--- src/rtl/fp_mul_seq_pkg.sv ---
`default_nettype none
// ------------------------------------------------------------------
// fp_mul_seq_pkg: rounding modes, status bit indices, FSM states
// Rev 1.0
// ------------------------------------------------------------------
package fp_mul_seq_pkg;

  localparam logic [2:0] c_RND_RNE  = 3'd0;
  localparam logic [2:0] c_RND_RTZ  = 3'd1;
  localparam logic [2:0] c_RND_UP   = 3'd2;
  localparam logic [2:0] c_RND_DOWN = 3'd3;
  localparam logic [2:0] c_RND_NUP  = 3'd4;
  localparam logic [2:0] c_RND_AWAY = 3'd5;

  localparam int c_ST_ZERO    = 0;
  localparam int c_ST_INF     = 1;
  localparam int c_ST_INVALID = 2;
  localparam int c_ST_TINY    = 3;
  localparam int c_ST_HUGE    = 4;
  localparam int c_ST_INEXACT = 5;

  typedef enum logic [2:0] {
    S_IDLE  = 3'd0,
    S_MUL   = 3'd1,
    S_NORM  = 3'd2,
    S_ROUND = 3'd3,
    S_DONE  = 3'd4
  } state_t;

  // Modes 6 and 7 fall into the default arm and behave like away-from-zero.
  function automatic logic rnd_increment(input logic [2:0] rnd, input logic sign,
                                         input logic lsb, input logic guard,
                                         input logic sticky);
    logic r;
    case (rnd)
      c_RND_RNE:  r = guard & (sticky | lsb);
      c_RND_RTZ:  r = 1'b0;
      c_RND_UP:   r = ~sign & (guard | sticky);
      c_RND_DOWN: r = sign & (guard | sticky);
      c_RND_NUP:  r = guard;
      default:    r = guard | sticky;
    endcase
    return r;
  endfunction

endpackage
`default_nettype wire

--- src/rtl/fp_mul_seq_round_pack.sv ---
`default_nettype none
// ------------------------------------------------------------------
// fp_mul_seq_round_pack: combinational round, overflow/underflow, pack
// Rev 1.0
// ------------------------------------------------------------------
module fp_mul_seq_round_pack
  import fp_mul_seq_pkg::*;
#(
  parameter int SIG_WIDTH = 23,
  parameter int EXP_WIDTH = 8
) (
  input  logic                           i_sign,
  input  logic signed [EXP_WIDTH+1:0]    i_exp,
  input  logic        [SIG_WIDTH-1:0]    i_mant,
  input  logic                           i_guard,
  input  logic                           i_sticky,
  input  logic        [2:0]              i_rnd,
  input  logic                           i_zero,
  input  logic                           i_inf,
  output logic [SIG_WIDTH+EXP_WIDTH:0]   o_z,
  output logic [7:0]                     o_status
);

  localparam int EW2 = EXP_WIDTH + 2;
  localparam logic signed [EW2-1:0] c_EMAX = EW2'((2 ** EXP_WIDTH) - 1);

  logic                  w_inc;
  logic                  w_inexact;
  logic [SIG_WIDTH:0]    w_mant_r;
  logic signed [EW2-1:0] w_exp_r;
  logic                  w_huge;
  logic                  w_tiny;
  logic                  w_to_inf;
  logic                  w_to_min;

  assign w_inexact = i_guard | i_sticky;
  assign w_inc     = rnd_increment(i_rnd, i_sign, i_mant[0], i_guard, i_sticky);
  assign w_mant_r  = {1'b0, i_mant} + {{SIG_WIDTH{1'b0}}, w_inc};
  // A carry out of the fraction leaves it all-zero, so only the exponent moves.
  assign w_exp_r   = i_exp + EW2'(w_mant_r[SIG_WIDTH]);
  assign w_huge    = (w_exp_r >= c_EMAX);
  assign w_tiny    = w_exp_r[EW2-1] | (w_exp_r == '0);

  always_comb begin
    w_to_inf = 1'b1;
    w_to_min = 1'b0;
    case (i_rnd)
      c_RND_RNE, c_RND_NUP: begin
        w_to_inf = 1'b1;
        w_to_min = 1'b0;
      end
      c_RND_RTZ: begin
        w_to_inf = 1'b0;
        w_to_min = 1'b0;
      end
      c_RND_UP: begin
        w_to_inf = ~i_sign;
        w_to_min = ~i_sign;
      end
      c_RND_DOWN: begin
        w_to_inf = i_sign;
        w_to_min = i_sign;
      end
      default: begin
        w_to_inf = 1'b1;
        w_to_min = 1'b1;
      end
    endcase
  end

  always_comb begin
    o_z      = '0;
    o_status = '0;
    if (i_zero && i_inf) begin
      o_z                    = {1'b0, {EXP_WIDTH{1'b1}}, {SIG_WIDTH{1'b0}}};
      o_status[c_ST_INVALID] = 1'b1;
    end else if (i_inf) begin
      o_z                = {i_sign, {EXP_WIDTH{1'b1}}, {SIG_WIDTH{1'b0}}};
      o_status[c_ST_INF] = 1'b1;
    end else if (i_zero) begin
      o_z                 = {i_sign, {(EXP_WIDTH+SIG_WIDTH){1'b0}}};
      o_status[c_ST_ZERO] = 1'b1;
    end else if (w_huge) begin
      o_status[c_ST_HUGE]    = 1'b1;
      o_status[c_ST_INEXACT] = 1'b1;
      if (w_to_inf) begin
        o_z                = {i_sign, {EXP_WIDTH{1'b1}}, {SIG_WIDTH{1'b0}}};
        o_status[c_ST_INF] = 1'b1;
      end else begin
        o_z = {i_sign, {(EXP_WIDTH-1){1'b1}}, 1'b0, {SIG_WIDTH{1'b1}}};
      end
    end else if (w_tiny) begin
      o_status[c_ST_TINY]    = 1'b1;
      o_status[c_ST_INEXACT] = 1'b1;
      if (w_to_min) begin
        o_z = {i_sign, {(EXP_WIDTH-1){1'b0}}, 1'b1, {SIG_WIDTH{1'b0}}};
      end else begin
        o_z                 = {i_sign, {(EXP_WIDTH+SIG_WIDTH){1'b0}}};
        o_status[c_ST_ZERO] = 1'b1;
      end
    end else begin
      o_z                    = {i_sign, w_exp_r[EXP_WIDTH-1:0], w_mant_r[SIG_WIDTH-1:0]};
      o_status[c_ST_INEXACT] = w_inexact;
    end
  end

endmodule
`default_nettype wire

--- src/rtl/fp_mul_seq.sv ---
`default_nettype none
// ------------------------------------------------------------------
// fp_mul_seq: sequential radix-2 shift-add IEEE-754 multiplier
// Rev 1.0
// ------------------------------------------------------------------
module fp_mul_seq
  import fp_mul_seq_pkg::*;
#(
  parameter int SIG_WIDTH = 23,
  parameter int EXP_WIDTH = 8
) (
  input  logic                         clk,
  input  logic                         rst_n,
  input  logic                         i_in_valid,
  output logic                         o_in_ready,
  input  logic [SIG_WIDTH+EXP_WIDTH:0] i_a,
  input  logic [SIG_WIDTH+EXP_WIDTH:0] i_b,
  input  logic [2:0]                   i_rnd,
  output logic                         o_out_valid,
  input  logic                         i_out_ready,
  output logic [SIG_WIDTH+EXP_WIDTH:0] o_z,
  output logic [7:0]                   o_status
);

  localparam int ISIZE = SIG_WIDTH + EXP_WIDTH + 1;
  localparam int MW    = SIG_WIDTH + 1;
  localparam int PW    = 2 * MW;
  localparam int EW2   = EXP_WIDTH + 2;
  localparam int CW    = $clog2(SIG_WIDTH + 1);
  localparam logic [EW2-1:0] c_BIAS = EW2'((2 ** (EXP_WIDTH - 1)) - 1);

  state_t                r_state;
  logic [CW-1:0]         r_cnt;
  logic [MW-1:0]         r_mcand;
  logic [PW-1:0]         r_acc;
  logic                  r_sign;
  logic signed [EW2-1:0] r_exp;
  logic                  r_zero;
  logic                  r_inf;
  logic [2:0]            r_rnd;
  logic [SIG_WIDTH-1:0]  r_mant;
  logic                  r_guard;
  logic                  r_sticky;
  logic                  r_out_valid;
  logic [ISIZE-1:0]      r_z;
  logic [7:0]            r_status;

  logic                  w_in_ready;
  logic                  w_accept;
  logic [EXP_WIDTH-1:0]  w_ea;
  logic [EXP_WIDTH-1:0]  w_eb;
  logic [EW2-1:0]        w_exp_sum;
  logic [MW:0]           w_sum;
  logic [ISIZE-1:0]      w_rp_z;
  logic [7:0]            w_rp_status;

  assign w_in_ready = (r_state == S_IDLE) || ((r_state == S_DONE) && i_out_ready);
  assign w_accept   = i_in_valid && w_in_ready;
  assign w_ea       = i_a[ISIZE-2:SIG_WIDTH];
  assign w_eb       = i_b[ISIZE-2:SIG_WIDTH];
  assign w_exp_sum  = {2'b00, w_ea} + {2'b00, w_eb} - c_BIAS;
  // Multiplier sits in the low half of the accumulator and shifts out as the product shifts in.
  assign w_sum      = {1'b0, r_acc[PW-1:MW]} + (r_acc[0] ? {1'b0, r_mcand} : {(MW+1){1'b0}});

  always_ff @(posedge clk or negedge rst_n) begin
    if (!rst_n) begin
      r_state     <= S_IDLE;
      r_cnt       <= '0;
      r_mcand     <= '0;
      r_acc       <= '0;
      r_sign      <= 1'b0;
      r_exp       <= '0;
      r_zero      <= 1'b0;
      r_inf       <= 1'b0;
      r_rnd       <= '0;
      r_mant      <= '0;
      r_guard     <= 1'b0;
      r_sticky    <= 1'b0;
      r_out_valid <= 1'b0;
      r_z         <= '0;
      r_status    <= '0;
    end else if (w_accept) begin
      r_state     <= S_MUL;
      r_cnt       <= CW'(SIG_WIDTH);
      r_mcand     <= {1'b1, i_a[SIG_WIDTH-1:0]};
      r_acc       <= {{MW{1'b0}}, 1'b1, i_b[SIG_WIDTH-1:0]};
      r_sign      <= i_a[ISIZE-1] ^ i_b[ISIZE-1];
      r_exp       <= w_exp_sum;
      r_zero      <= (w_ea == '0) || (w_eb == '0);
      r_inf       <= (&w_ea) || (&w_eb);
      r_rnd       <= i_rnd;
      r_out_valid <= 1'b0;
    end else begin
      case (r_state)
        S_MUL: begin
          r_acc <= {w_sum, r_acc[MW-1:1]};
          if (r_cnt == '0) begin
            r_state <= S_NORM;
          end else begin
            r_cnt <= r_cnt - 1'b1;
          end
        end
        S_NORM: begin
          if (r_acc[PW-1]) begin
            r_mant   <= r_acc[PW-2 -: SIG_WIDTH];
            r_guard  <= r_acc[PW-2-SIG_WIDTH];
            r_sticky <= |r_acc[PW-3-SIG_WIDTH:0];
            r_exp    <= r_exp + EW2'(1);
          end else begin
            r_mant   <= r_acc[PW-3 -: SIG_WIDTH];
            r_guard  <= r_acc[PW-3-SIG_WIDTH];
            r_sticky <= |r_acc[PW-4-SIG_WIDTH:0];
          end
          r_state <= S_ROUND;
        end
        S_ROUND: begin
          r_z         <= w_rp_z;
          r_status    <= w_rp_status;
          r_out_valid <= 1'b1;
          r_state     <= S_DONE;
        end
        S_DONE: begin
          if (i_out_ready) begin
            r_out_valid <= 1'b0;
            r_state     <= S_IDLE;
          end
        end
        default: r_state <= S_IDLE;
      endcase
    end
  end

  fp_mul_seq_round_pack #(
    .SIG_WIDTH (SIG_WIDTH),
    .EXP_WIDTH (EXP_WIDTH)
  ) u_round_pack (
    .i_sign   (r_sign),
    .i_exp    (r_exp),
    .i_mant   (r_mant),
    .i_guard  (r_guard),
    .i_sticky (r_sticky),
    .i_rnd    (r_rnd),
    .i_zero   (r_zero),
    .i_inf    (r_inf),
    .o_z      (w_rp_z),
    .o_status (w_rp_status)
  );

  assign o_in_ready  = w_in_ready;
  assign o_out_valid = r_out_valid;
  assign o_z         = r_z;
  assign o_status    = r_status;

endmodule
`default_nettype wire
--- config.mk ---
export PLATFORM = sky130hd
export DESIGN_NAME = fp_mul_seq
export DESIGN_NICKNAME = d
export VERILOG_FILES = /design/src/rtl/fp_mul_seq_pkg.sv /design/src/rtl/fp_mul_seq_round_pack.sv /design/src/rtl/fp_mul_seq.sv
export SDC_FILE = /design/constraint.sdc
export NUM_CORES = 1
export LEC_CHECK = 0
export CORE_MARGIN = 2
export CORE_UTILIZATION = 55
export CTS_BUF_LIST = sky130_fd_sc_hd__clkbuf_4 sky130_fd_sc_hd__clkbuf_8 sky130_fd_sc_hd__clkbuf_16
export DETAILED_ROUTE_END_ITERATION = 8
export HOLD_SLACK_MARGIN = 0.1
export PLACE_DENSITY = 0.76
export SETUP_SLACK_MARGIN = 0.15
export SYNTH_ARGS = -nofsm -noshare
export SYNTH_HDL_FRONTEND = slang
export SYNTH_SLANG_ARGS = --single-unit
--- constraint.sdc ---
create_clock -name clk -period 4.8 [get_ports clk]
set_clock_uncertainty 0.2 [all_clocks]
set_input_delay 1.2 -clock clk [delete_from_list [all_inputs] [get_ports clk]]
set_output_delay 1.2 -clock clk [all_outputs]
set_load 0.03 [all_outputs]
# == After elaboration in Yosys (flattened, before gate mapping) ==
# Index checks and enable logic that the tools add are counted.
# word_totals
regBits,160
inputBits,71
output_inout_bits,42
elab_cells,118
# classes
n_addsub,7
order_cmp,1
n_eq_ne,11
mux,48
bitwise_logic,9
n_reduce_logical,27
# op_table
operator,count
two-way mux 31 bit,4
two-way mux 48 bit,2
two-way mux 24 bit,3
two-way mux 32 bit,1
two-way mux 10 bit,3
adder 24 x 24 -> 25 bit,1
adder 23 x 1 -> 24 bit,1
two-way mux 23 bit,1
OR reduction 23 bit,1
OR reduction 22 bit,1
two-way mux 1 bit,19
two-way mux 3 bit,6
zero test 8 bit,2
AND reduction 8 bit,2
two-way mux 5 bit,3
equality test 3 x 2 -> 1 bit (second input constant),4
one-hot mux 3 bit (4 select lines),1
AND reduction 2 bit,6
adder 10 x 1 -> 10 bit,1
adder 10 x 2 -> 10 bit (second input constant),1
greater-or-equal comparator 10 x 9 -> 1 bit (second input constant),1
zero test 10 bit,1
subtractor 9 x 7 -> 10 bit (second input constant),1
adder 8 x 8 -> 9 bit,1
other kinds (20),36

# == Depth between registers and ports, before layout ==
# Gate-level depths: netlist (run 1).
# depth
depth_word,12
ltp_mapped,21
mapped_depth_nobuf,20

# == Cells and area by module ==
# From an unflattened synthesis (run 1), not the netlist that was laid out.
# unflattened
hier_cells,1128
area_unflattened_um2,9952.0
# by_module_without_submodules
module,instances,cells_each,area_per_inst_um2,seq_area_each_um2
fp_mul_seq,1,895,8573.2,4053.9
fp_mul_seq_round_pack,1,233,1378.8,0.0

# == Least setup slack after synthesis (run 1) ==
# Ideal clock, no wire load.
# synth_path
path_type,register -> register
startpoint,register r_rnd[0]
endpoint,"register r_z[23], in the netlist o_z[23]"
setup_ps,131
arrival_ps,3911
t_required_ps,4469
slack_ps,558
stages_incl_launch_ff,20
n_path_buf,0
synth_period_minus_slack_ps,4242
path_cell_list,dfrtp_1 o21ai_0 nand2_1 or3_1 a21oi_1 nor2_1 ha_1 and3_1 and3_1 nand3_1 nor3_1 ha_1 ha_1 and3_1 a211oi_1 a31oi_2 o311ai_4 nand3_1 a2111oi_2 nor3_1
# synth_between
elab_chain_len,11
elab_cells_between_ends,21
cone_classes,2 x add/sub; 1 x order compare; 4 x eq/ne; 10 x mux; 1 x bitwise; 3 x reduce/logical
# synth_lines
element,line_no,text
from (decl),fp_mul_seq.sv:40,logic [2:0] r_rnd;
from (signal assigned),fp_mul_seq.sv:91,r_rnd <= i_rnd;
branches (longest 7 deep; another with adder 23 x 1 -> 24 bit),-,
two-way mux 31 bit (*),fp_mul_seq_round_pack.sv:83,end else if (w_huge) begin
two-way mux 31 bit (*),fp_mul_seq_round_pack.sv:80,end else if (i_zero) begin
two-way mux 31 bit (*),fp_mul_seq_round_pack.sv:77,end else if (i_inf) begin
two-way mux 32 bit (*),fp_mul_seq_round_pack.sv:74,if (i_zero && i_inf) begin
to (signal assigned),fp_mul_seq.sv:117,r_z <= w_rp_z;
to (decl),fp_mul_seq.sv:45,logic [ISIZE-1:0] r_z;
# Every way passes the cells marked *.
# A chain may end at the register's enable or synchronous reset.

# == Final worst setup path (run 1) ==
# layout_path
startpoint,register r_rnd[0]
endpoint,"register r_z[13], in the netlist o_z[13]"
# layout_between
elab_chain_len,11
elab_cells_between_ends,18
cone_classes,2 x add/sub; 1 x order compare; 4 x eq/ne; 8 x mux; 1 x bitwise; 2 x reduce/logical
# layout_lines
element,line_no
branches (longest 7 deep; another with adder 23 x 1 -> 24 bit),-
two-way mux 31 bit (*),fp_mul_seq_round_pack.sv:83
two-way mux 31 bit (*),fp_mul_seq_round_pack.sv:80
two-way mux 31 bit (*),fp_mul_seq_round_pack.sv:77
two-way mux 32 bit (*),fp_mul_seq_round_pack.sv:74
# Marked as above.

==> reports/qor.yml, run 1 <==
layout:
  design_area_um2: 11400
  finish.utilization: 0.683
  drive_gt1_frac: 0.0729
  finish.net_count: 1258
  area_growth_syn_to_layout_pct: 21.3
  antenna-diode-count: 0
synth:
  largest_area_contributor_in_the_netlist: "sky130_fd_sc_hd__dfrtp_1"
  async_reset_ff_frac: 1.00
  synth_top_area_frac: 0.427
  cells_taking_the_most_area_after_synthesis: "sky130_fd_sc_hd__dfrtp_1, sky130_fd_sc_hd__nand2_1, sky130_fd_sc_hd__ha_1"
  synth-seq-area-share: 0.427
  yosys_warnings: 0
  synth_edf_count: 0
  postSynthRegisterBits: 160
  synth.distinct_cells: 70
  postSynthAreaPerCell_um2: 8.99
  netlist_instances: 1042
  synth_top_flop_cell: "sky130_fd_sc_hd__dfrtp_1"
  synth.top_cells.by_count: "sky130_fd_sc_hd__nand2_1, sky130_fd_sc_hd__dfrtp_1, sky130_fd_sc_hd__nor2_1"
  yosysMostFrequentCell: "sky130_fd_sc_hd__nand2_1"
  netlist_area_um2: 9370
floorplan:
  io-pin-count: 113
  die_y_um: 135
  core.rowCount: 47
  effective_utilization_at_floorplan: 0.563
  design.core.area_um2: 16600
  die_outline_width_um: 135
  design.die.area_um2: 18100
placed_design:
  globalplace.congestion: 0.863
  detailed_place_hpwl_um: 15000
  dp_worst_setup_slack_ns: 0.0331
  io_buffers: 110
  post_dp_cell_area_um2: 10700
global_routing:
  grt_start_max_net_pins: 93
  antenna_found_initial: 0
  grt_first_pass_wirelength_um: 36300
  globalRouteOverflowTotal: 0
  groute.usage.overall: 0.247
  first_global_vias: 7398
clock_tree:
  htree_levels: 4
  cts_tree: "yes"
  numCtsBuffers: 17
  clock_sinks: 160
  insertion_delay_ns: 0.43
  cts_root_buf: "sky130_fd_sc_hd__clkbuf_16"
  clk_transition_reported_paths_ns: 0.06
  cts_hold_repair.buffers: 0
  clock_path_buffers: 2
setup_path:
  worst-setup-path-type: "reg2reg"
  cp_data_required_time_ns: 4.91
  depth_of_the_most_critical_reg_to_reg_path: 22
  worst_setup_path_start_kind: "flip-flop"
  reg2reg_from: "r_rnd[0]"
  path_cells: "xnor2_2 -> nand2_1 -> nand2_1 -> or3_1 -> a21oi_1 -> nor2_1 -> ha_2 -> and3_1 -> and3_4 -> nand3_2 -> nor3_2 -> ha_2 -> ha_2 -> buf_4 -> xnor2_1 -> nor4_1 -> a211o_1 -> nand4_2 -> nor2_4 -> nor3_2 -> buf_4 -> a221o_1"
  crit_path_max_fanout: 23
  end_kind: "flip-flop"
  crit_path_top_delay_cell: "sky130_fd_sc_hd__dfrtp_2"
  endpoint: "o_z[13]"
  critical_path.max_stage_delay_ns: 0.45
  timing.reg2reg.setup_slack_ns: 0.31
  category_of_cells_accounting_for_the_largest_share_of_critical_path_delay: "simple AND/OR/NAND/NOR gates"
  cp-startpoint: "r_rnd[0]"
  critical_path_depth: 22
  critical-path-top-cell-by-count: "sky130_fd_sc_hd__ha_2"
  critical_path_arrival_ns: 4.60
  timing.rr.end: "o_z[13]"
  buf_inv_stages_crit_path: 2
sta:
  worst_slew_margin_rel: 0.376
  max_freq_mhz: 223
  rsz_0062_raised_after_global_routing: "false"
  finalSetupViolations: 0
  worst-slew-pin-transition_ns: 0.935
  fin_ws_ns: 0.311
  report.final.hold_viol_count: 0
  total_negative_slack_for_setup_checks_ns: 0
  timing.final.crit_share: 0.935
  finalMaxSlewViolations: 0
  period_minus_slack_ns: 4.49
pwr:
  power.density_cell_area_nw_per_um2: 626
  p_leak_nw: 5.06
  vdd_drop_max_mv: 0.354
hold_path:
  timing.hold.worst.class: "reg2reg"
  whs_path_depth: 2
detailed_routing:
  total_via_count_after_detailed_routing: 7866
  routed_wl_um: 21700
  detail_route.first_pass.iterations: 5
  detail_route.vias_per_cell: 5.73
  remaining_drc_errors: 0
  drt_iter0_drc: 683
  post_drt_wl_per_cell_um: 15.8
  final_antenna_net_count: 0
job:
  drv_cap: 0
run_status:
  outcome: "completed"
-- worst min path at each step --
stage / endpoint / slack (ns) / from
floorplan: r_mcand[23] / 0.23 / r_mcand[23]
global placement: r_mcand[23] / 0.24 / r_mcand[23]
detailed placement: r_mcand[23] / 0.25 / r_mcand[23]
CTS: r_mcand[23] / 0.27 / r_mcand[23]
global route: r_mcand[10] / 0.29 / r_mcand[10]
finish: r_mcand[11] / 0.27 / r_mcand[11]
-- state kept, by name, indices dropped and copies added, names as in the netlist --
register and count:
r_cnt 5, r_guard 1, r_sign 1, r_mant 23
r_mcand 24, o_status 6, r_state 3, r_rnd 3
o_z 32, r_inf 1, r_sticky 1, r_zero 1
r_exp 10, r_acc 48, o_out_valid 1
-- through the flow --
step | instances | hold slack, ns | power, mW
detailed placement | 1334 | 0.249 | 5.68
global route | 1372 | 0.285 | 7.68
floorplan | 1043 | 0.225 | 4.79
CTS | 1367 | 0.269 | 7.08
finish | 1372 | 0.267 | 7.11
global placement | 1334 | 0.242 | 5.57
-- layer usage --
layer / vias up / global-route usage / wire length [um]
met5: - / 0 / 0
met4: 0 / 0.0842 / 426
met3: 33 / 0.0379 / 770
met2: 186 / 0.387 / 9960
met1: 3739 / 0.354 / 10500
li1: 3908 / - / -
-- logic make-up after synthesis --
kind of cell               after synthesis  synth area share
xor gates and xnor gates                60            0.0561
other                                    1          0.000400
AOI/OAI and AO/OA                      235             0.172
DFF                                    160             0.427
muxes                                   27            0.0288
and+or+nand+nor                        437             0.217
buffers and inverters                   74            0.0334
adders and majority gates               48            0.0657
-- cell type report --
class | count | area, um2
tap | 220 | 275
sequential | 160 | 4010
clock inverter | 11 | 130
timing repair buffer | 129 | 1260
fill | 1326 | 5270
multi-input combinational | 810 | 5160
inverter | 21 | 78.8
clock buffer | 21 | 468
-- repair_timing --
action	in CTS	in global routing
cloned	1	0
pin swaps	1	3
buffers inserted	0	5
endpoints found under the setup margin	23	28
resized for setup	0	17
-- tightest hold or removal path, stage by stage, from the launching register on --
cell	delay, ns
sky130_fd_sc_hd__dfrtp_1	0.34
sky130_fd_sc_hd__nand2_1	0.05
sky130_fd_sc_hd__nand2_1	0.05
-- where the power goes --
part | internal (mW) | leakage (nW) | switching [mW]
Combinational | 1.39 | 2.73 | 1.83
Sequential | 1.92 | 2.04 | 0.606
Clock | 0.809 | 0.295 | 0.552
-- cells in the final DEF (no fill, tap or decap), types with 18 or more instances in the layout --
cell                              count
sky130_fd_sc_hd__nand2_1            194
sky130_fd_sc_hd__dfrtp_1            159
sky130_fd_sc_hd__clkdlybuf4s50_1    109
sky130_fd_sc_hd__nor2_1              87
sky130_fd_sc_hd__a21oi_1             56
sky130_fd_sc_hd__o21ai_0             55
sky130_fd_sc_hd__ha_1                43
sky130_fd_sc_hd__xnor2_1             34
sky130_fd_sc_hd__nand3_1             33
sky130_fd_sc_hd__mux2i_1             27
sky130_fd_sc_hd__and2_1              26
sky130_fd_sc_hd__xor2_1              25
sky130_fd_sc_hd__a221o_1             23
sky130_fd_sc_hd__inv_1               21
sky130_fd_sc_hd__buf_4               18
(Power assumes the default switching activity.)
==> run 2: changes to the inputs <==
--- a/config.mk
+++ b/config.mk
@@ -5,13 +5,15 @@
 export SDC_FILE = /design/constraint.sdc
 export NUM_CORES = 1
 export LEC_CHECK = 0
+export ABC_AREA = 1
 export CORE_MARGIN = 2
 export CORE_UTILIZATION = 55
 export CTS_BUF_LIST = sky130_fd_sc_hd__clkbuf_4 sky130_fd_sc_hd__clkbuf_8 sky130_fd_sc_hd__clkbuf_16
 export DETAILED_ROUTE_END_ITERATION = 8
 export HOLD_SLACK_MARGIN = 0.1
-export PLACE_DENSITY = 0.76
+export PLACE_DENSITY = 0.75
 export SETUP_SLACK_MARGIN = 0.15
+export SKIP_LAST_GASP = 1
 export SYNTH_ARGS = -nofsm -noshare
 export SYNTH_HDL_FRONTEND = slang
 export SYNTH_SLANG_ARGS = --single-unit
==> reports/qor.yml, run 2 <==
sta:
  finalMaxSlewViolations: 0  # unchanged
  timing.final.crit_share: 0.917  # was 0.935
  period_minus_slack_ns: 4.40  # was 4.49 ns
  report.final.hold_viol_count: 0  # unchanged
  rsz_0062_raised_after_global_routing: "false"  # unchanged
  finalSetupViolations: 0  # unchanged
  max_freq_mhz: 227  # was 223 MHz
  worst_slew_margin_rel: 0.275  # was 0.376
  worst-slew-pin-transition_ns: 1.09  # was 0.935 ns
  total_negative_slack_for_setup_checks_ns: 0  # unchanged
clock_tree:
  insertion_delay_ns: 0.43  # about the same
  clock_sinks: 160  # unchanged
  clk_transition_reported_paths_ns: 0.07  # was 0.06 ns
  cts_tree: "yes"  # unchanged
  htree_levels: 4  # unchanged
  cts_root_buf: "sky130_fd_sc_hd__clkbuf_16"  # unchanged
  clock_path_buffers: 2  # unchanged
  numCtsBuffers: 17  # unchanged
  cts_hold_repair.buffers: 0  # unchanged
synth:
  synth-seq-area-share: 0.403  # was 0.427
  synth.top_cells.by_count: "sky130_fd_sc_hd__nand2_1, sky130_fd_sc_hd__dfrtp_1, sky130_fd_sc_hd__inv_1"  # was sky130_fd_sc_hd__nand2_1, sky130_fd_sc_hd__dfrtp_1, sky130_fd_sc_hd__nor2_1
  synth_top_area_frac: 0.403  # was 0.427
  netlist_instances: 1326  # was 1042
  synth.distinct_cells: 51  # was 70
  async_reset_ff_frac: 1.00  # unchanged
  netlist_area_um2: 9930  # was 9370 um2
  largest_area_contributor_in_the_netlist: "sky130_fd_sc_hd__dfrtp_1"  # unchanged
  yosys_warnings: 0  # unchanged
  cells_taking_the_most_area_after_synthesis: "sky130_fd_sc_hd__dfrtp_1, sky130_fd_sc_hd__nand2_1, sky130_fd_sc_hd__ha_1"  # unchanged
  synth_top_flop_cell: "sky130_fd_sc_hd__dfrtp_1"  # unchanged
  yosysMostFrequentCell: "sky130_fd_sc_hd__nand2_1"  # unchanged
  postSynthRegisterBits: 160  # unchanged
  synth_edf_count: 0  # unchanged
  postSynthAreaPerCell_um2: 7.49  # was 8.99 um2
placed_design:
  io_buffers: 110  # unchanged
  detailed_place_hpwl_um: 18400  # was 15000 um
  globalplace.congestion: 0.959  # was 0.863
setup_path:
  worst-setup-path-type: "reg2reg"  # unchanged
  worst_setup_path_start_kind: "flip-flop"  # unchanged
  critical_path_arrival_ns: 4.53  # was 4.60 ns
  end_kind: "flip-flop"  # unchanged
  crit_path_max_fanout: 27  # was 23
  cp_data_required_time_ns: 4.93  # was 4.91 ns
layout:
  drive_gt1_frac: 0.0665  # was 0.0729
  layout.filler_cells: 1578  # was 1326
  layout.cells.most_common: "sky130_fd_sc_hd__nand2_1"  # unchanged
  final_cell_mix: "sky130_fd_sc_hd__nand2_1, sky130_fd_sc_hd__dfrtp_1, sky130_fd_sc_hd__inv_1, sky130_fd_sc_hd__o21ai_0, sky130_fd_sc_hd__clkdlybuf4s50_1"  # was sky130_fd_sc_hd__nand2_1, sky130_fd_sc_hd__dfrtp_1, sky130_fd_sc_hd__clkdlybuf4s50_1, sky130_fd_sc_hd__nor2_1, sky130_fd_sc_hd__a21oi_1
  regMostFlops: "r_acc"  # unchanged
  area_growth_syn_to_layout_pct: 19.6  # was 21.3%
  antenna-diode-count: 0  # unchanged
  finish.net_count: 1535  # was 1258
  largest_register_ffs: 48  # unchanged
detailed_routing:
  final_antenna_net_count: 0  # unchanged
  detail_route.vias_per_cell: 5.45  # was 5.73
  routed_wl_um: 24900  # was 21700 um
  post_drt_wl_per_cell_um: 15.0  # was 15.8 um
  detail_route.first_pass.iterations: 5  # unchanged
  remaining_drc_errors: 0  # unchanged
  total_via_count_after_detailed_routing: 9034  # was 7866
  drt_iter0_drc: 687  # was 683
global_routing:
  groute.layer.met2.usage: 0.418  # was 0.387
  grt-busiest-layer: "met2"  # unchanged
  grt_start_max_net_pins: 103  # was 93
  antenna_found_initial: 0  # unchanged
  groute.usage.overall: 0.265  # was 0.247
  globalRouteOverflowTotal: 0  # unchanged
  grt_use_met3: 0.0343  # was 0.0379
  grt_first_pass_wirelength_um: 41900  # was 36300 um
  met1_usage: 0.384  # was 0.354
  first_global_vias: 8464  # was 7398
floorplan:
  io-pin-count: 113  # unchanged
  design.die.area_um2: 19100  # was 18100 um2
  die_outline_width_um: 138  # was 135 um
  design.core.area_um2: 17800  # was 16600 um2
  die_y_um: 138  # was 135 um
  core.rowCount: 49  # was 47
  effective_utilization_at_floorplan: 0.557  # was 0.563
pwr:
  p_total_mw: 7.78  # was 7.11 mW
  p_leak_nw: 5.62  # was 5.06 nW
  power.density_cell_area_nw_per_um2: 655  # was 626 nW/um2
  vdd_drop_max_mv: 0.404  # was 0.354 mV
job:
  drv_cap: 0  # unchanged
hold_path:
  timing.hold.worst.class: "reg2reg"  # unchanged
run_status:
  outcome: "completed"  # unchanged
[run 2: metal layers]
layer / routed length [um] / vias up
met5: 0 / -
met4: 479 / 0
met3: 1120 / 41
met2: 11300 / 269
met1: 11900 / 4153
li1: - / 4571
[run 2: cell type report]
class | count | area, um2 | area share
well taps | 229 | 287 | 0.0241
inverters | 140 | 528 | 0.0445
flip-flops and latches | 160 | 4000 | 0.337
clock inverters | 11 | 153 | 0.0129
repair buffers | 125 | 1240 | 0.104
multi-input cells | 972 | 5190 | 0.437
clock buffers | 21 | 468 | 0.0394
[run 2: kinds of logic (layout without fill, tap and decap cells)]
kind of cell / Yosys count / after routing / synth area share
AND/OR/NAND/NOR: 621 / 621 / 0.265
AO/OA/AOI/OAI: 264 / 264 / 0.155
buffers and inverters: 195 / 297 / 0.0810
flip-flops: 160 / 160 / 0.403
adder cells (fa/ha/maj): 48 / 48 / 0.0620
XOR/XNOR: 37 / 37 / 0.0334
other: 1 / 2 / 0.000378
[run 2: worst paths after layout]
check | from | end | slack, ns | cells past startpoint
max reg2reg | r_rnd[0] | o_z[23] | 0.40 | 24
max | r_rnd[0] | o_z[23] | 0.40 | 24
min in group asynchronous | rst_n | o_z[24] | 0.66 | 1
min reg2reg | r_mcand[23] | r_mcand[23] | 0.27 | 1
min | r_mcand[23] | r_mcand[23] | 0.27 | 1
max in group asynchronous | rst_n | r_mcand[12] | 2.87 | 2
[run 2: timing repair]
item,in CTS,in global routing
resized for setup,1,14
cloned,0,0
setup endpoints to repair,4,33
buffers inserted,0,2
pin swaps,0,3
[run 2: worst max-delay path, stage by stage (launching register included)]
cell,delay (ns)
sky130_fd_sc_hd__dfrtp_1,0.41
sky130_fd_sc_hd__or2_2,0.34
sky130_fd_sc_hd__o31ai_2,0.23
sky130_fd_sc_hd__ha_2,0.25
sky130_fd_sc_hd__nand3_2,0.14
sky130_fd_sc_hd__nor3_4,0.24
sky130_fd_sc_hd__nand2_1,0.12
sky130_fd_sc_hd__nor3_1,0.17
sky130_fd_sc_hd__nand4_1,0.12
sky130_fd_sc_hd__nor3_2,0.13
sky130_fd_sc_hd__nand3_1,0.10
sky130_fd_sc_hd__nor2_2,0.13
sky130_fd_sc_hd__ha_1,0.19
sky130_fd_sc_hd__ha_2,0.21
sky130_fd_sc_hd__nand2_2,0.10
sky130_fd_sc_hd__nor2_4,0.13
sky130_fd_sc_hd__nand3_2,0.07
sky130_fd_sc_hd__nand2_2,0.10
sky130_fd_sc_hd__nand3_2,0.11
sky130_fd_sc_hd__o21bai_4,0.27
sky130_fd_sc_hd__nand2_8,0.18
sky130_fd_sc_hd__nand3_1,0.14
sky130_fd_sc_hd__nand2_1,0.07
sky130_fd_sc_hd__nand3_1,0.09
sky130_fd_sc_hd__nand2_1,0.05
[run 2: stage by stage]
step | hold WS [ns] | cell area (um2) | util | setup slack (ns) | cells
global placement | 0.253 | 11200 | 0.626 | 0.376 | 1624
CTS | 0.276 | 11800 | 0.662 | 0.170 | 1656
detailed placement | 0.262 | 11200 | 0.626 | 0.141 | 1624
finish | 0.274 | 11900 | 0.665 | 0.400 | 1658
global route | 0.295 | 11900 | 0.665 | 0.0452 | 1658
floorplan | 0.239 | 9930 | - | 0.773 | 1327
[run 2: power breakdown]
group	switching [mW]	internal, mW	total, mW
Sequential	0.526	1.95	2.48
Clock	0.576	0.863	1.44
Combinational	2.46	1.40	3.86
Total	3.56	4.22	7.78
==> run 3: changes to the inputs <==
--- a/config.mk
+++ b/config.mk
@@ -11,7 +11,7 @@
 export CTS_BUF_LIST = sky130_fd_sc_hd__clkbuf_4 sky130_fd_sc_hd__clkbuf_8 sky130_fd_sc_hd__clkbuf_16
 export DETAILED_ROUTE_END_ITERATION = 8
 export HOLD_SLACK_MARGIN = 0.1
-export PLACE_DENSITY = 0.75
+export PLACE_DENSITY = 0.84
 export SETUP_SLACK_MARGIN = 0.15
 export SKIP_LAST_GASP = 1
 export SYNTH_ARGS = -nofsm -noshare
==> reports/qor.yml, run 3 (synthesized netlist as in run 2, its figures left out) <==
setup_path:
  path_cells: "or2_2 -> o31ai_2 -> ha_2 -> nand3_2 -> nor3_2 -> nand2_1 -> nor3_2 -> nand4_1 -> nor3_2 -> nand3_1 -> nor2_2 -> ha_1 -> ha_2 -> nand3_1 -> nand2_1 -> nand2_1 -> inv_1 -> nand3_2 -> o21bai_4 -> nand3_1 -> nand2_2 -> inv_4 -> nand2_1 -> o21ai_1"  # was or2_2 -> o31ai_2 -> ha_2 -> nand3_2 -> nor3_4 -> nand2_1 -> nor3_1 -> nand4_1 -> nor3_2 -> nand3_1 -> nor2_2 -> ha_1 -> ha_2 -> nand2_2 -> nor2_4 -> nand3_2 -> nand2_2 -> nand3_2 -> o21bai_4 -> nand2_8 -> nand3_1 -> nand2_1 -> nand3_1 -> nand2_1
  timing.reg2reg.setup_slack_ns: 0.42  # was 0.40 ns
  crit_path_top_delay_cell: "sky130_fd_sc_hd__dfrtp_1"  # unchanged
  worst-setup-path-type: "reg2reg"  # unchanged
  critical-path-top-cell-by-count: "sky130_fd_sc_hd__nand2_1"
  timing.rr.end: "o_z[1]"  # was o_z[23]
  depth_of_the_most_critical_reg_to_reg_path: 24  # unchanged
  critical_path.max_stage_delay_ns: 0.40  # was 0.41 ns
  critical_path_arrival_ns: 4.48  # was 4.53 ns
  category_of_cells_accounting_for_the_largest_share_of_critical_path_delay: "simple AND/OR/NAND/NOR gates"  # unchanged
  cp_data_required_time_ns: 4.91  # was 4.93 ns
  end_kind: "flip-flop"  # unchanged
  buf_inv_stages_crit_path: 2  # was 0
  reg2reg_from: "r_rnd[0]"  # unchanged
  worst_setup_path_start_kind: "flip-flop"  # unchanged
  crit_path_max_fanout: 24  # was 27
clock_tree:
  cts_root_buf: "sky130_fd_sc_hd__clkbuf_16"  # unchanged
  htree_levels: 4  # unchanged
  numCtsBuffers: 17  # unchanged
  clock_path_buffers: 2  # unchanged
  cts_hold_repair.buffers: 0  # unchanged
  clk_transition_reported_paths_ns: 0.07  # about the same
  cts_tree: "yes"  # unchanged
  clock_sinks: 160  # unchanged
  insertion_delay_ns: 0.43  # about the same
pwr:
  power.density_cell_area_nw_per_um2: 655  # about the same
  share_seq_of_total_power: 0.320  # was 0.318
  power.share.combinational: 0.501  # was 0.497
  internal-power_mw: 4.20  # was 4.22 mW
  net-switching-power_mw: 3.57  # was 3.56 mW
  p_sw_frac: 0.459  # was 0.458
  proportion_of_power_drawn_by_the_clock_network: 0.179  # was 0.185
  p_leak_nw: 5.60  # was 5.62 nW
  vdd_drop_max_mv: 0.482  # was 0.404 mV
detailed_routing:
  detail_route.vias_per_cell: 5.54  # was 5.45
  drt_iter0_drc: 765  # was 687
  post_drt_wl_per_cell_um: 15.3  # was 15.0 um
  routed_wl_um: 25300  # was 24900 um
  total_via_count_after_detailed_routing: 9185  # was 9034
  remaining_drc_errors: 0  # unchanged
  final_antenna_net_count: 0  # unchanged
  detail_route.first_pass.iterations: 5  # unchanged
global_routing:
  antenna_found_initial: 0  # unchanged
  globalRouteOverflowTotal: 0  # unchanged
  grt_start_max_net_pins: 84  # was 103
  first_global_vias: 8595  # was 8464
  grt_first_pass_wirelength_um: 42400  # was 41900 um
  groute.usage.overall: 0.268  # was 0.265
floorplan:
  design.core.area_um2: 17800  # unchanged
  die_outline_width_um: 138  # unchanged
  effective_utilization_at_floorplan: 0.557  # unchanged
  design.die.area_um2: 19100  # unchanged
  core.rowCount: 49  # unchanged
  io-pin-count: 113  # unchanged
  die_y_um: 138  # unchanged
sta:
  report.final.hold_viol_count: 0  # unchanged
  max_freq_mhz: 229  # was 227 MHz
  period_minus_slack_ns: 4.38  # was 4.40 ns
  total_negative_slack_for_setup_checks_ns: 0  # unchanged
  rsz_0062_raised_after_global_routing: "false"  # unchanged
  finalSetupViolations: 0  # unchanged
  finalMaxSlewViolations: 0  # unchanged
  timing.final.crit_share: 0.912  # was 0.917
  worst-slew-pin-transition_ns: 1.07  # was 1.09 ns
  worst_slew_margin_rel: 0.287  # was 0.275
placed_design:
  globalplace.congestion: 0.908  # was 0.959
  io_buffers: 110  # unchanged
  detailed_place_hpwl_um: 18600  # was 18400 um
layout:
  largest_register_ffs: 48  # unchanged
  final_cell_mix: "sky130_fd_sc_hd__nand2_1, sky130_fd_sc_hd__dfrtp_1, sky130_fd_sc_hd__inv_1, sky130_fd_sc_hd__o21ai_0, sky130_fd_sc_hd__clkdlybuf4s50_1"  # unchanged
  layout.cells.most_common: "sky130_fd_sc_hd__nand2_1"  # unchanged
  finish.net_count: 1536  # was 1535
  area_growth_syn_to_layout_pct: 19.4  # was 19.6%
  antenna-diode-count: 0  # unchanged
  drive_gt1_frac: 0.0672  # was 0.0665
  regMostFlops: "r_acc"  # unchanged
  layout.filler_cells: 1576  # was 1578
  finish.utilization: 0.665  # about the same
hold_path:
  timing.hold.worst.class: "reg2reg"  # unchanged
  timing.hold.worst_endpoint: "r_mcand[14]"  # was r_mcand[23]
  whs_path_depth: 2  # was 1
  hold_path_startpoint: "r_mcand[14]"  # was r_mcand[23]
job:
  drv_cap: 0  # unchanged
run_status:
  outcome: "completed"  # unchanged
run 3: power groups by stage:
| stage | logic [mW] | registers (mW) | clock network [mW] |
|---|---|---|---|
| after floorplan | 2.59 | 2.57 | 0 |
| after global placement | 3.71 | 2.47 | 0 |
| after detailed placement | 3.79 | 2.49 | 0 |
| after CTS | 3.82 | 2.47 | 1.41 |
| after global routing | 4.33 | 2.57 | 1.46 |
| final | 3.89 | 2.49 | 1.39 |
run 3: metal layers:
metal / vias up / share of wire / track usage
met5: - / 0 / 0
li1: 4563 / - / -
met1: 4271 / 0.47 / 0.395
met2: 316 / 0.47 / 0.423
met4: 0 / 0.015 / 0.0784
met3: 35 / 0.052 / 0.0291
run 3: how the worst max path moves through the flow:
stage / startpoint / end / slack, ns / cells after the start
global route: r_rnd[0] / o_z[7] / 0.04 / 27
CTS: r_rnd[0] / o_z[1] / 0.18 / 24
global placement: r_rnd[0] / o_z[27] / 0.37 / 24
floorplan: r_rnd[0] / o_z[10] / 0.77 / 25
finish: r_rnd[0] / o_z[1] / 0.42 / 24
detailed placement: r_rnd[0] / o_z[26] / 0.11 / 24
run 3: cell type report:
type                    count  area, um2  area share
clock buffers              21        462      0.0389
inverters                 140        528      0.0445
clock inverters             9        135      0.0114
repair buffers            126       1250       0.105
multi-input cells         972       5190       0.438
flip-flops and latches    160       4000       0.338
well taps                 229        287      0.0242
run 3: through the flow:
| stage | total power [mW] | cells | area (um2) | hold WS [ns] | setup WS [ns] |
|---|---|---|---|---|---|
| 6_report | 7.77 | 1657 | 11900 | 0.278 | 0.425 |
| 5_1_grt | 8.37 | 1657 | 11900 | 0.299 | 0.0435 |
| 4_1_cts | 7.71 | 1653 | 11800 | 0.278 | 0.178 |
| 3_5_place_dp | 6.29 | 1623 | 11200 | 0.255 | 0.106 |
| 3_3_place_gp | 6.18 | 1623 | 11200 | 0.256 | 0.373 |
| 2_1_floorplan | 5.17 | 1327 | 9930 | 0.239 | 0.773 |
run 3: tightest hold or removal path, stage by stage (launching register included):
cell	delay, ns
sky130_fd_sc_hd__dfrtp_1	0.34
sky130_fd_sc_hd__nand2_1	0.06
sky130_fd_sc_hd__nand2_1	0.05
run 3: timing repair:
action	in CTS	in global routing
pin swaps	0	3
gates resized for setup	2	13
setup endpoints to repair	28	34
buffers inserted	0	4
